$ cat config.mk
export PLATFORM = sky130hd
export DESIGN_NAME = pe_wave_sched
export DESIGN_NICKNAME = d
export VERILOG_FILES = /design/src/rtl/pe_sched_pkg.sv /design/src/rtl/pe_col_done_tracker.sv /design/src/rtl/pe_wave_sched.sv
export SDC_FILE = /design/constraint.sdc
export NUM_CORES = 1
export LEC_CHECK = 0
export CAP_MARGIN = 20
export CORE_MARGIN = 5
export CORE_UTILIZATION = 55
export CTS_BUF_LIST = sky130_fd_sc_hd__clkbuf_16
export DETAILED_ROUTE_END_ITERATION = 10
export GPL_TIMING_DRIVEN = 0
export PLACE_DENSITY = 0.86
export SYNTH_ARGS = -nofsm -noshare
export SYNTH_HDL_FRONTEND = slang
export SYNTH_HIERARCHICAL = 1
export SYNTH_SLANG_ARGS = --single-unit
$ cat constraint.sdc
create_clock -name clk -period 6.99 [get_ports clk]
set_input_delay 1.0485 -clock clk [delete_from_list [all_inputs] [get_ports clk]]
set_output_delay 1.0485 -clock clk [all_outputs]
set_load 0.01 [all_outputs]
$ cat src/rtl/pe_sched_pkg.sv
// pe_sched_pkg
//   Shared definitions for the PE wavefront launch scheduler: FSM state
//   encoding and the default array geometry used by pe_wave_sched and
//   pe_col_done_tracker.
package pe_sched_pkg;

   typedef enum logic [1:0] {
      ST_IDLE   = 2'd0,
      ST_LAUNCH = 2'd1,
      ST_WAIT   = 2'd2,
      ST_FINISH = 2'd3
   } sched_state_t;

   localparam int PE_SCHED_NUM_COLS    = 32;
   localparam int PE_SCHED_NUM_PE_ROWS = 3;

endpackage

$ cat src/rtl/pe_col_done_tracker.sv
// pe_col_done_tracker
//   Completion tracker for one PE column. After the column's launch strobe it
//   waits two cycles before it starts trusting the PE done levels (a PE may
//   still show a stale done from a previous run right after launch), then
//   accumulates one sticky seen bit per PE row.
// Ports:
//   clk, resetn : clock, asynchronous active-low reset
//   clear       : drop arming and seen bits (new run accepted)
//   launch      : one-cycle strobe, registered into col_start at this edge
//   en          : column enabled in the latched mask
//   pe_done     : per-row done levels of this column
//   col_ok      : column complete (or disabled); includes this cycle's capture
module pe_col_done_tracker
   import pe_sched_pkg::*;
#(
   parameter int NUM_PE_ROWS = PE_SCHED_NUM_PE_ROWS
) (
   input  logic                   clk,
   input  logic                   resetn,
   input  logic                   clear,
   input  logic                   launch,
   input  logic                   en,
   input  logic [NUM_PE_ROWS-1:0] pe_done,
   output logic                   col_ok
);

   logic                   arm_p0;
   logic                   arm_p1;
   logic [NUM_PE_ROWS-1:0] seen;
   logic [NUM_PE_ROWS-1:0] seen_d;

   always_comb begin
      seen_d = seen | (pe_done & {NUM_PE_ROWS{arm_p1}});
   end

   // Look-ahead on seen_d lets the scheduler leave WAIT on the same edge
   // that captures the last done level.
   assign col_ok = !en || (&seen_d);

   // p0: launch edge seen; p1: armed from the second edge after launch on
   always_ff @(posedge clk or negedge resetn) begin
      if (!resetn) begin
         arm_p0 <= 1'b0;
         arm_p1 <= 1'b0;
         seen   <= '0;
      end else if (clear) begin
         arm_p0 <= 1'b0;
         arm_p1 <= 1'b0;
         seen   <= '0;
      end else begin
         arm_p0 <= launch;
         arm_p1 <= arm_p1 | arm_p0;
         seen   <= seen_d;
      end
   end

endmodule

$ cat src/rtl/pe_wave_sched.sv
// pe_wave_sched
//   Launches a skewed wavefront across NUM_COLS PE columns, then waits until
//   every PE of every enabled column reports done and pulses done.
//   Optional watchdog enabled with macro PE_SCHED_TIMEOUT_EN.
// Ports:
//   clk, resetn  : clock, asynchronous active-low reset
//   start        : level, sampled only in IDLE
//   abort        : ends any active run on the next edge, no done pulse
//   cfg_skew     : cycles between column launches (0 behaves as 1)
//   cfg_col_en   : active column mask
//   cfg_timeout  : watchdog limit in cycles (0 = off), used only with macro
//   pe_done      : per-PE done level, bit r*NUM_COLS+c
//   col_start    : one-cycle launch pulse per column
//   busy         : high outside IDLE
//   done         : one-cycle completion pulse
//   err_timeout  : sticky watchdog flag, cleared by the next accepted start
module pe_wave_sched
   import pe_sched_pkg::*;
#(
   parameter int NUM_COLS    = PE_SCHED_NUM_COLS,
   parameter int NUM_PE_ROWS = PE_SCHED_NUM_PE_ROWS,
   parameter int SKEW_W      = 4,
   parameter int TMO_W       = 16
) (
   input  logic                            clk,
   input  logic                            resetn,
   input  logic                            start,
   input  logic                            abort,
   input  logic [SKEW_W-1:0]               cfg_skew,
   input  logic [NUM_COLS-1:0]             cfg_col_en,
   input  logic [TMO_W-1:0]                cfg_timeout,
   input  logic [NUM_PE_ROWS*NUM_COLS-1:0] pe_done,
   output logic [NUM_COLS-1:0]             col_start,
   output logic                            busy,
   output logic                            done,
   output logic                            err_timeout
);

   localparam int CIDX_W = (NUM_COLS > 1) ? $clog2(NUM_COLS) : 1;

   sched_state_t        state, state_d;
   logic [NUM_COLS-1:0] col_start_d;
   logic                busy_d, done_d, err_d;
   logic [CIDX_W-1:0]   col_idx, col_idx_d;
   logic [SKEW_W-1:0]   skew_cnt, skew_cnt_d;
   logic [SKEW_W-1:0]   skew_q;
   logic [SKEW_W-1:0]   skew_eff;
   logic [NUM_COLS-1:0] mask_q;
   logic [NUM_COLS-1:0] col_ok;
   logic                start_acc;
   logic                wd_hit;

   assign start_acc = (state == ST_IDLE) && start;
   assign skew_eff  = (skew_q == '0) ? SKEW_W'(1) : skew_q;

   // Run configuration is plain data: captured on an accepted start only.
   always_ff @(posedge clk) begin
      if (start_acc) begin
         skew_q <= cfg_skew;
         mask_q <= cfg_col_en;
      end
   end

   for (genvar c = 0; c < NUM_COLS; c++) begin : g_col
      logic [NUM_PE_ROWS-1:0] col_pe;
      for (genvar r = 0; r < NUM_PE_ROWS; r++) begin : g_row
         assign col_pe[r] = pe_done[r*NUM_COLS+c];
      end
      pe_col_done_tracker #(
         .NUM_PE_ROWS(NUM_PE_ROWS)
      ) u_trk (
         .clk    (clk),
         .resetn (resetn),
         .clear  (start_acc),
         .launch (col_start_d[c]),
         .en     (mask_q[c]),
         .pe_done(col_pe),
         .col_ok (col_ok[c])
      );
   end

`ifdef PE_SCHED_TIMEOUT_EN
   logic [TMO_W-1:0] tmo_q;
   logic [TMO_W-1:0] wd_cnt;
   logic [TMO_W-1:0] wd_inc;
   logic             wd_active;

   always_ff @(posedge clk) begin
      if (start_acc) tmo_q <= cfg_timeout;
   end

   assign wd_active = (state == ST_LAUNCH) || (state == ST_WAIT);
   assign wd_inc    = wd_cnt + TMO_W'(1);
   // Fires on the edge where the count would reach the limit.
   assign wd_hit    = wd_active && (tmo_q != '0) && (wd_inc == tmo_q);

   always_ff @(posedge clk or negedge resetn) begin
      if (!resetn)        wd_cnt <= '0;
      else if (start_acc) wd_cnt <= '0;
      else if (wd_active) wd_cnt <= wd_inc;
   end
`else
   logic unused_tmo;
   assign unused_tmo = ^cfg_timeout;
   assign wd_hit     = 1'b0;
`endif

   always_comb begin
      state_d     = state;
      col_start_d = '0;
      done_d      = 1'b0;
      err_d       = err_timeout;
      col_idx_d   = col_idx;
      skew_cnt_d  = skew_cnt;
      unique case (state)
         ST_IDLE: begin
            if (start) begin
               state_d    = ST_LAUNCH;
               err_d      = 1'b0;
               col_idx_d  = '0;
               skew_cnt_d = '0;
            end
         end
         ST_LAUNCH: begin
            if (wd_hit) begin
               state_d = ST_FINISH;
               err_d   = 1'b1;
            end else if (mask_q == '0) begin
               state_d = ST_FINISH;
            end else if (skew_cnt == '0) begin
               // Disabled columns still use their slot, they just stay quiet.
               col_start_d[col_idx] = mask_q[col_idx];
               skew_cnt_d           = skew_eff - SKEW_W'(1);
               if (col_idx == CIDX_W'(NUM_COLS - 1)) state_d = ST_WAIT;
               else col_idx_d = col_idx + CIDX_W'(1);
            end else begin
               skew_cnt_d = skew_cnt - SKEW_W'(1);
            end
         end
         ST_WAIT: begin
            if (wd_hit) begin
               state_d = ST_FINISH;
               err_d   = 1'b1;
            end else if (&col_ok) begin
               state_d = ST_FINISH;
            end
         end
         ST_FINISH: begin
            done_d  = 1'b1;
            state_d = ST_IDLE;
         end
         default: state_d = ST_IDLE;
      endcase
      if (abort && (state != ST_IDLE)) begin
         state_d     = ST_IDLE;
         col_start_d = '0;
         done_d      = 1'b0;
      end
      busy_d = (state_d != ST_IDLE);
   end

   always_ff @(posedge clk or negedge resetn) begin
      if (!resetn) begin
         state       <= ST_IDLE;
         col_start   <= '0;
         busy        <= 1'b0;
         done        <= 1'b0;
         err_timeout <= 1'b0;
         col_idx     <= '0;
         skew_cnt    <= '0;
      end else begin
         state       <= state_d;
         col_start   <= col_start_d;
         busy        <= busy_d;
         done        <= done_d;
         err_timeout <= err_d;
         col_idx     <= col_idx_d;
         skew_cnt    <= skew_cnt_d;
      end
   end

endmodule

# Word-level counts from Yosys, hierarchy flattened
# Cells that the tools add are included.
[word_totals]
reg_bits = 241
latch_bits = 0
ramBits = 0
rom_bits = 0
input_bits = 152
wordCells = 446
memories = 0
[classes]
n_addsub = 3
mul = 0
div = 0
n_lt_le_gt_ge = 2
n_eq_ne = 8
shift = 0
mux = 123
bitwise = 97
n_reduce_logical = 109
[op_table]
columns = ["operator", "n"]
rows = [
  ["two-way mux 32 bit", 4],
  ["AND reduction 3 bit", 33],
  ["bitwise AND 3 bit", 32],
  ["two-way mux 3 bit", 32],
  ["bitwise OR 3 bit", 32],
  ["two-way mux 1 bit", 68],
  ["bitwise AND 32 bit", 1],
  ["zero test 1 bit", 32],
  ["zero test 32 bit", 1],
  ["logical OR 1 bit", 32],
  ["bitwise OR 1 bit", 32],
  ["AND reduction 32 bit", 1],
  ["two-way mux 5 bit", 4],
  ["two-way mux 4 bit", 4],
  ["two-way mux 2 bit", 6],
  ["one-hot mux 5 bit (2 select lines)", 1],
  ["zero test 4 bit", 2],
  ["inequality test 2 bit, second input constant", 4],
  ["one-hot mux 2 bit (4 select lines)", 1],
  ["one-hot mux 4 bit (2 select lines)", 1],
  ["subtractor 4 x 1 -> 4 bit, second input constant", 2],
  ["less-than comparator 5 x 6 -> 1 bit, second input constant", 1],
  ["nonzero test 2 bit", 3],
  ["adder 5 x 1 -> 5 bit, second input constant", 1],
  ["9 further kinds", 12],
]

# Logic depth before layout (Yosys ltp)
# Gate-level depths: netlist of run 1.
[logic_depth]
depth_word = 10
mapped_depth = 8

# Cells and area by module
# The synthesis of run 1 kept the hierarchy.
[modules_own_cells]
columns = ["mod", "n_inst", "cells_each", "area_per_inst_um2", "seq_area_each_um2"]
rows = [
  ["pe_col_done_tracker", 32, 18, 193.9, 125.1],
  ["pe_wave_sched", 1, 246, 3299.4, 2207.1],
]

# Least setup slack after synthesis of run 1
# OpenSTA, ideal clock, no wires.
[synth_timing]
kind = "input-to-reg"
startpoint = "input port start"
endpoint = "register mask_q[0] (enable)"
setup_time_ps = 506
t_arrival_ps = 4133
t_required_ps = 6484
slack_ps = 2351
path_stages = 2
n_path_buf = 0
cell_sequence = "nand2_1 > inv_1"
[synth_via]
elab_chain_cells = 1
[synth_rtl]
columns = ["element", "line", "source"]
rows = [
  ["start, declared", "pe_wave_sched.sv:27", "input logic start,"],
  ["logical AND 1 bit", "pe_wave_sched.sv:53", "assign start_acc = (state == ST_IDLE) && start;"],
  ["named net start_acc", "pe_wave_sched.sv:50", "logic start_acc;"],
  ["end signal, assigned", "pe_wave_sched.sv:60", "mask_q <= cfg_col_en;"],
  ["end, declared", "pe_wave_sched.sv:48", "logic [NUM_COLS-1:0] mask_q;"],
]
# The timed path passes the listed nets, and every way through them passes these cells.
# A chain may end at the register's enable or synchronous reset.

# Final worst setup path of run 1
[layout_timing]
startpoint = "input port start"
endpoint = "register mask_q[30] (enable)"
# The elaborated chain is that of the path after synthesis.

==> out/metrics.csv, run 1 <==
metric;value;unit
status;completed;
# resized after CTS;0;
Distinct cells, synth;47;
crit end category;register;
layout cell share with drive strength beyond 1;8.382;%
GR Overflow Total;0;
Mean Syn Cell Area;11.56;um^2
WS Path Type;primary input to register;
depth of the CTS H-tree;1;
vias;7185;
critical path peak fanout;107;
fin crit period;2.703;ns
Setup Skew;0.01232;ns
CORE AREA;17120;um^2
initial antenna violation count;0;
Post-Synth XOR/XNOR Area;0.09214;%
cell taking the most area after synthesis;dfrtp_1;
Leakage;5.390;nW
overall routed net length;23010;um
Worst-Skew Late Latency;0.51;ns
largest family of logic cells by synthesized area;simple AND/OR/NAND/NOR gates;
worst relative slew slack;49.48;%
Syn Nets;980;
Synth Flop Type;dfrtp_1;
total CTS buffers;25;
Critical Path, Cell by Cell;clkdlybuf4s50_1 > nand2_1 > inv_6 > buf_16;
pre-CTS setup slack;3.816;ns
Worst Tran Pin Value;0.7578;ns
top cell type's share of synthesized area;53.97;%
PortBufs;169;
Die Width;141.5;um
Worst Path Required;7.14;ns
CTS Root Cell;clkbuf_16;
adder-cell area share of the yosys netlist;0.7898;%
hold-fix buffers at CTS;0;
DRC viols;0;
top post-synthesis cells by count;235 x nor2_1, 205 x dfrtp_1, 99 x a21oi_1, 36 x edfxtp_1;
Slowest cell on crit path;inv_6;
hold path depth;2;
Min-Delay Path Class;register to register;
Setup TNS;0;ns
number of flops mapped to enable cells by yosys;36;
startpoint of the worst hold path;g_col[2].u_trk/arm_p0$_DFF_PN0_;
Final ANT Viol Nets;0;
top post-synthesis cells by area;dfrtp_1 54%, edfxtp_1 11%, nor2_1 9.3%;
R2R setup slack;4.65;ns
synth-to-layout area growth;29.71;%
n_diodes;0;
cells after synthesis;822;
routed length per instance;18.22;um
hold slack;0.4576;ns
biggest cell delay along the critical path;0.60;ns
Hold Fails Final Rpt;0;
Die Footprint;20010;um^2
RSZ-0062 raised after global routing;no;
post-synthesis compound-gate area fraction;14.99;%
Starting Density;55.53;%
R2R cell count;7;
FFs w/ async S/R, synth;85.06;%
chip height;141.5;um
most common cell in the synthesized netlist;nor2_1;
register area share after synthesis;65.34;%
CTS tree;built;
critical path startpoint category;primary input;
fin area;12330;um^2
first-pass iteration count of the detailed router;5;
Pwr Density;282.8;nW/um^2
pin count of the biggest net entering global routing;108;
Post-Syn Area;9505;um^2
hpwl dp;16170;um
worst r2r src;mask_q[1]$_DFFE_PP_;
Fill cells;1200;
Pwr Total;3.487;mW
Slew Viols, Final;0;
Peak VDD IR;0.2276;mV
final worst slack;4.288;ns
Max Cap Violations;0;
Worst Setup SP;start;
Max Root-Sink Buffers;3;
io pins;187;
cell row count;48;
mux cell area share after synthesis;2.001;%
Post CTS Setup Buffer Count;0;
Synth Warn #;6;
gpl congestion;0.9274;
synthesis-stage register bit count;241;
placed cell area;11540;um^2
CTS sink cnt;241;
Synth Area in Simple Gates;16.10;%
fin crit share;38.66;%
first-pass GRT wire length;36370;um
Tot GR Track Use;22.81;%
Worst EP arrival;2.85;ns
number of global-route vias before repair;7229;
Setup-failing EPs final;0;
Clock transition at path regs;0.06;ns
DR iter-0 viols;602;
final net count;1178;
DR vias/cell;5.689;
FMAX;0.3700;GHz
-- power by group --
part | internal (mW) | switching [mW]
registers | 1.52 | 0.0875
logic | 0.248 | 0.364
clock network | 0.755 | 0.511
total | 2.52 | 0.962
-- logic make-up (layout without fill, tap and decap cells) --
family / Yosys count / in the layout
and+or+nand+nor: 336 / 336
DFF: 241 / 241
AOI/OAI and AO/OA: 213 / 213
buffers and inverters: 15 / 231
muxes: 9 / 9
adders and majority gates: 6 / 6
other: 1 / 1
xor gates and xnor gates: 1 / 1
-- metrics by stage --
stage / instances / utilization, %
floorplan: 822 / -
global placement: 1216 / 67.06
detailed placement: 1218 / 67.44
CTS: 1263 / 72.03
global route: 1263 / 72.03
finish: 1263 / 72.03
-- flip-flops by register name, indices dropped and copies added, names as in the netlist --
signal and count:
g_col.u_trk/seen 96, col_start 32, g_col.u_trk/arm_p0 32, g_col.u_trk/arm_p1 32, mask_q 32, col_idx 5, skew_cnt 4, skew_q 4
state 2, busy 1, done 1
-- layer usage --
metal	wire [um]	vias to the layer above	track usage [%]	share of wire, %
li1	-	3367	-	-
met1	9827	3538	31.54	43
met2	11170	243	37.57	49
met3	1475	37	4.280	6.4
met4	536	0	6.364	2.3
met5	0	-	0	0
-- cell usage in the layout (no fill, tap or decap), drive strengths merged, types with 2 or more instances in the layout --
cell,instances
ha,6
edfxtp,36
o31ai,33
nand3,6
mux4,8
bufinv,3
inv,14
nor2,236
a31oi,35
clkinv,10
clkdlybuf4s50,168
clkbuf,29
nand4,10
or2b,2
dfrtp,205
nand2b,4
a21oi,99
o22ai,32
or4,6
o21ai,5
buf,6
a22o,2
a32o,2
a21o,2
nor3,2
nand2,15
nor4,12
nor2b,35
-- path summary, 6_finish.rpt --
kind,to
worst max-delay path,mask_q[30]$_DFFE_PP_
worst min-delay path,g_col[2].u_trk/arm_p1$_DFF_PN0_
worst max register to register,g_col[1].u_trk/arm_p0$_DFF_PN0_
worst min register to register,g_col[2].u_trk/arm_p1$_DFF_PN0_
max in group asynchronous,g_col[30].u_trk/arm_p0$_DFF_PN0_
min in group asynchronous,g_col[5].u_trk/seen[2]$_DFF_PN0_
-- critical path, delay by kind of cell --
kind	cells	cell delay [ns]
and+or+nand+nor	1	0.22
buffers and inverters	3	1.48
-- layout make-up --
class	instances	area, um^2	area share, %
inverter	8	35.03	0.2841
multi-input combinational	566	3233	26.22
timing repair buffer	171	1752	14.21
tap	225	281.5	2.283
buffer	7	31.28	0.2537
sequential	241	6211	50.38
clock buffer	25	625.6	5.074
clock inverter	20	160.2	1.299
(Power assumes the default switching activity.)
==> run 2, diff against run 1 <==
--- a/config.mk
+++ b/config.mk
@@ -7,11 +7,11 @@
 export LEC_CHECK = 0
 export CAP_MARGIN = 20
 export CORE_MARGIN = 5
-export CORE_UTILIZATION = 55
+export CORE_UTILIZATION = 52
 export CTS_BUF_LIST = sky130_fd_sc_hd__clkbuf_16
 export DETAILED_ROUTE_END_ITERATION = 10
 export GPL_TIMING_DRIVEN = 0
-export PLACE_DENSITY = 0.86
+export PLACE_DENSITY = 0.82
 export SYNTH_ARGS = -nofsm -noshare
 export SYNTH_HDL_FRONTEND = slang
 export SYNTH_HIERARCHICAL = 1
==> constraint.sdc (replaced) <==
create_clock -name clk -period 2.55 [get_ports clk]
set_input_delay 0.3825 -clock clk [delete_from_list [all_inputs] [get_ports clk]]
set_output_delay 0.3825 -clock clk [all_outputs]
set_load 0.01 [all_outputs]
==> run 2 against run 1 <==
  * Non-clock buffer count is 4 higher
  * Worst setup slack worse by 4.1 ns
  * Sequential share of layout area is 0.31 points lower
  * Critical path type is now register to register
  * Largest power group unchanged
  * Largest cell class unchanged
  * Worst hold slack worse by 0.033 ns
==> out/metrics.csv, run 2 (synthesis results as in run 1) <==
metric;value;unit
Peak VDD IR;0.6057;mV
FMAX;0.4180;GHz
Max Cap Violations;0;
Slew Viols, Final;0;
leading cell type in the layout, fill and taps excluded;nor2_1;
pin count of the biggest net entering global routing;111;
layout cell share with drive strength beyond 1;9.021;%
Worst Path Required;2.95;ns
Clock transition at path regs;0.06;ns
gpl congestion;0.8480;
DR vias/cell;5.658;
Max Root-Sink Buffers;3;
sequential fraction of design power;45.9;%
worst relative slew slack;44.09;%
worst r2r src;mask_q[1]$_DFFE_PP_;
PortBufs;169;
first-pass iteration count of the detailed router;7;
routed length per instance;18.26;um
overall routed net length;23210;um
critical path startpoint category;register;
max reg flops;96;
synth-to-layout area growth;30.51;%
hpwl dp;16350;um
final net count;1182;
status;completed;
switching share of power;27.78;%
combinational power share;18.3;%
Top reg by flops;g_col.u_trk/seen;
Critical R2R Capture;g_col[17].u_trk/arm_p0$_DFF_PN0_;
hold path depth;1;
Post CTS Setup Buffer Count;0;
startpoint of the worst hold path;cfg_skew[3];
Die Width;145.2;um
Tot GR Track Use;21.61;%
most frequent cells in the layout;234 x nor2_1, 205 x dfrtp_1, 168 x clkdlybuf4s50_1;
CTS sink cnt;241;
CTS Root Cell;clkbuf_16;
Worst EP arrival;2.79;ns
Cell Int Power;6.952;mW
# resized after CTS;0;
Clk pwr share;35.9;%
hold-fix buffers at CTS;1;
CTS tree;built;
io pins;187;
cell row count;49;
fin crit period;2.392;ns
hold slack;0.4244;ns
Setup Skew;0.009584;ns
DR iter-0 viols;473;
Leakage;5.274;nW
Finished Core Util;69.06;%
RSZ-0062 raised after global routing;no;
total CTS buffers;25;
WHS Endpoint;skew_q[3]$_DFFE_PP_;
Pwr Density;776.0;nW/um^2
WS Path Type;register to register;
Min-Delay Path Class;primary input to register;
Fill cells;1338;
initial antenna violation count;0;
depth of the CTS H-tree;1;
chip height;145.2;um
DRC viols;0;
Slowest cell on crit path;nor4_1;
NetSw;2.675;mW
Final ANT Viol Nets;0;
Die Footprint;21080;um^2
R2R setup slack;0.16;ns
Worst Tran Pin Value;0.8387;ns
n_diodes;0;
Hold Fails Final Rpt;0;
critical path peak fanout;7;
number of global-route vias before repair;7371;
GR Overflow Total;0;
crit end category;register;
R2R cell count;7;
Critical Path, Cell by Cell;nor4_1 > nand4_1 > or2_2 > clkbuf_1 > nand3_1 > nor2_1 > nor2b_1;
CORE AREA;17960;um^2
fin crit share;93.82;%
Starting Density;52.91;%
biggest cell delay along the critical path;0.49;ns
vias;7191;
first-pass GRT wire length;37360;um
Worst-Skew Late Latency;0.51;ns
Setup-failing EPs final;0;
==> run 2: changes by cell type in the layout (fill, tap and decap cells not counted) <==
| cell | delta |
|---|---|
| buf_12 | +3 |
| bufinv_16 | -1 |
| clkbuf_16 | +1 |
| clkinv_1 | -2 |
| clkinv_2 | +2 |
| clkinvlp_4 | +1 |
| dlygate4sd3_1 | +1 |
| inv_6 | -1 |
| nand2_1 | -1 |
| nand2_2 | +1 |
| nor2_1 | -1 |
| nor2_2 | +1 |
==> run 2: worst max path at each step <==
stage | start | end | slack (ns) | depth (start not counted)
2_1_floorplan | state[1]$_DFF_PN0_ | busy$_DFF_PN0_ | -0.68 | 5
6_report | mask_q[1]$_DFFE_PP_ | g_col[17].u_trk/arm_p0$_DFF_PN0_ | 0.16 | 7
4_1_cts | mask_q[1]$_DFFE_PP_ | g_col[17].u_trk/arm_p0$_DFF_PN0_ | 0.23 | 7
5_1_grt | mask_q[1]$_DFFE_PP_ | g_col[17].u_trk/arm_p0$_DFF_PN0_ | 0.11 | 7
3_5_place_dp | start | mask_q[13]$_DFFE_PP_ | 0.12 | 5
3_3_place_gp | resetn | g_col[31].u_trk/seen[1]$_DFF_PN0_ | -7.23 | 1
==> run 2: metal layers <==
layer	GRT usage (%)	wire [um]	share of wire (%)
met1	29.77	9837	42
met2	33.97	10920	47
met3	4.927	1631	7.0
met4	7.976	815	3.5
met5	0	0	0
==> run 2: power by group through the flow <==
stage | logic (mW) | registers [mW] | clock network, mW
after floorplan | 1.01 | 4.41 | 0
after global placement | 1.63 | 4.49 | 0
after detailed placement | 1.75 | 4.48 | 0
after CTS | 1.77 | 4.41 | 3.53
after global routing | 1.92 | 4.44 | 3.70
final | 1.76 | 4.42 | 3.45
==> run 2: layout make-up <==
cell class | count | area, um^2 | share of cell area (%)
Sequential cell | 241 | 6211 | 50.07
Timing Repair Buffer | 175 | 1822 | 14.68
Clock buffer | 26 | 650.6 | 5.245
Buffer | 7 | 31.28 | 0.2521
Multi-Input combinational cell | 566 | 3238 | 26.10
Clock inverter | 19 | 132.6 | 1.069
Inverter | 8 | 33.78 | 0.2723
Tap cell | 229 | 286.5 | 2.310
==> run 2: stage by stage <==
step | setup slack, ns | instance area, um^2 | power, mW | setup TNS, ns | instances
2_1_floorplan | -0.6801 | 9514 | 5.415 | -68.00 | 822
3_3_place_gp | -7.229 | 11490 | 6.123 | -1866.78 | 1220
3_5_place_dp | 0.1202 | 11610 | 6.230 | 0 | 1225
4_1_cts | 0.2287 | 12410 | 9.714 | 0 | 1271
5_1_grt | 0.1110 | 12410 | 10.06 | 0 | 1271
6_report | 0.1575 | 12410 | 9.627 | 0 | 1271
==> run 2: worst max-delay path: cells and delay by family, from the launching register on <==
kind | cells | cell delay, ns
and+or+nand+nor | 6 | 1.58
buffers and inverters | 1 | 0.21
DFF | 1 | 0.48
==> run 3, diff against run 2 <==
--- a/config.mk
+++ b/config.mk
@@ -9,8 +9,10 @@
 export CORE_MARGIN = 5
 export CORE_UTILIZATION = 52
 export CTS_BUF_LIST = sky130_fd_sc_hd__clkbuf_16
+export CTS_CLUSTER_SIZE = 30
 export DETAILED_ROUTE_END_ITERATION = 10
 export GPL_TIMING_DRIVEN = 0
+export HOLD_SLACK_MARGIN = 0.15
 export PLACE_DENSITY = 0.82
 export SYNTH_ARGS = -nofsm -noshare
 export SYNTH_HDL_FRONTEND = slang
==> results of run 3 <==
No change in the layout: final DEF, timing and power equal those of run 2.
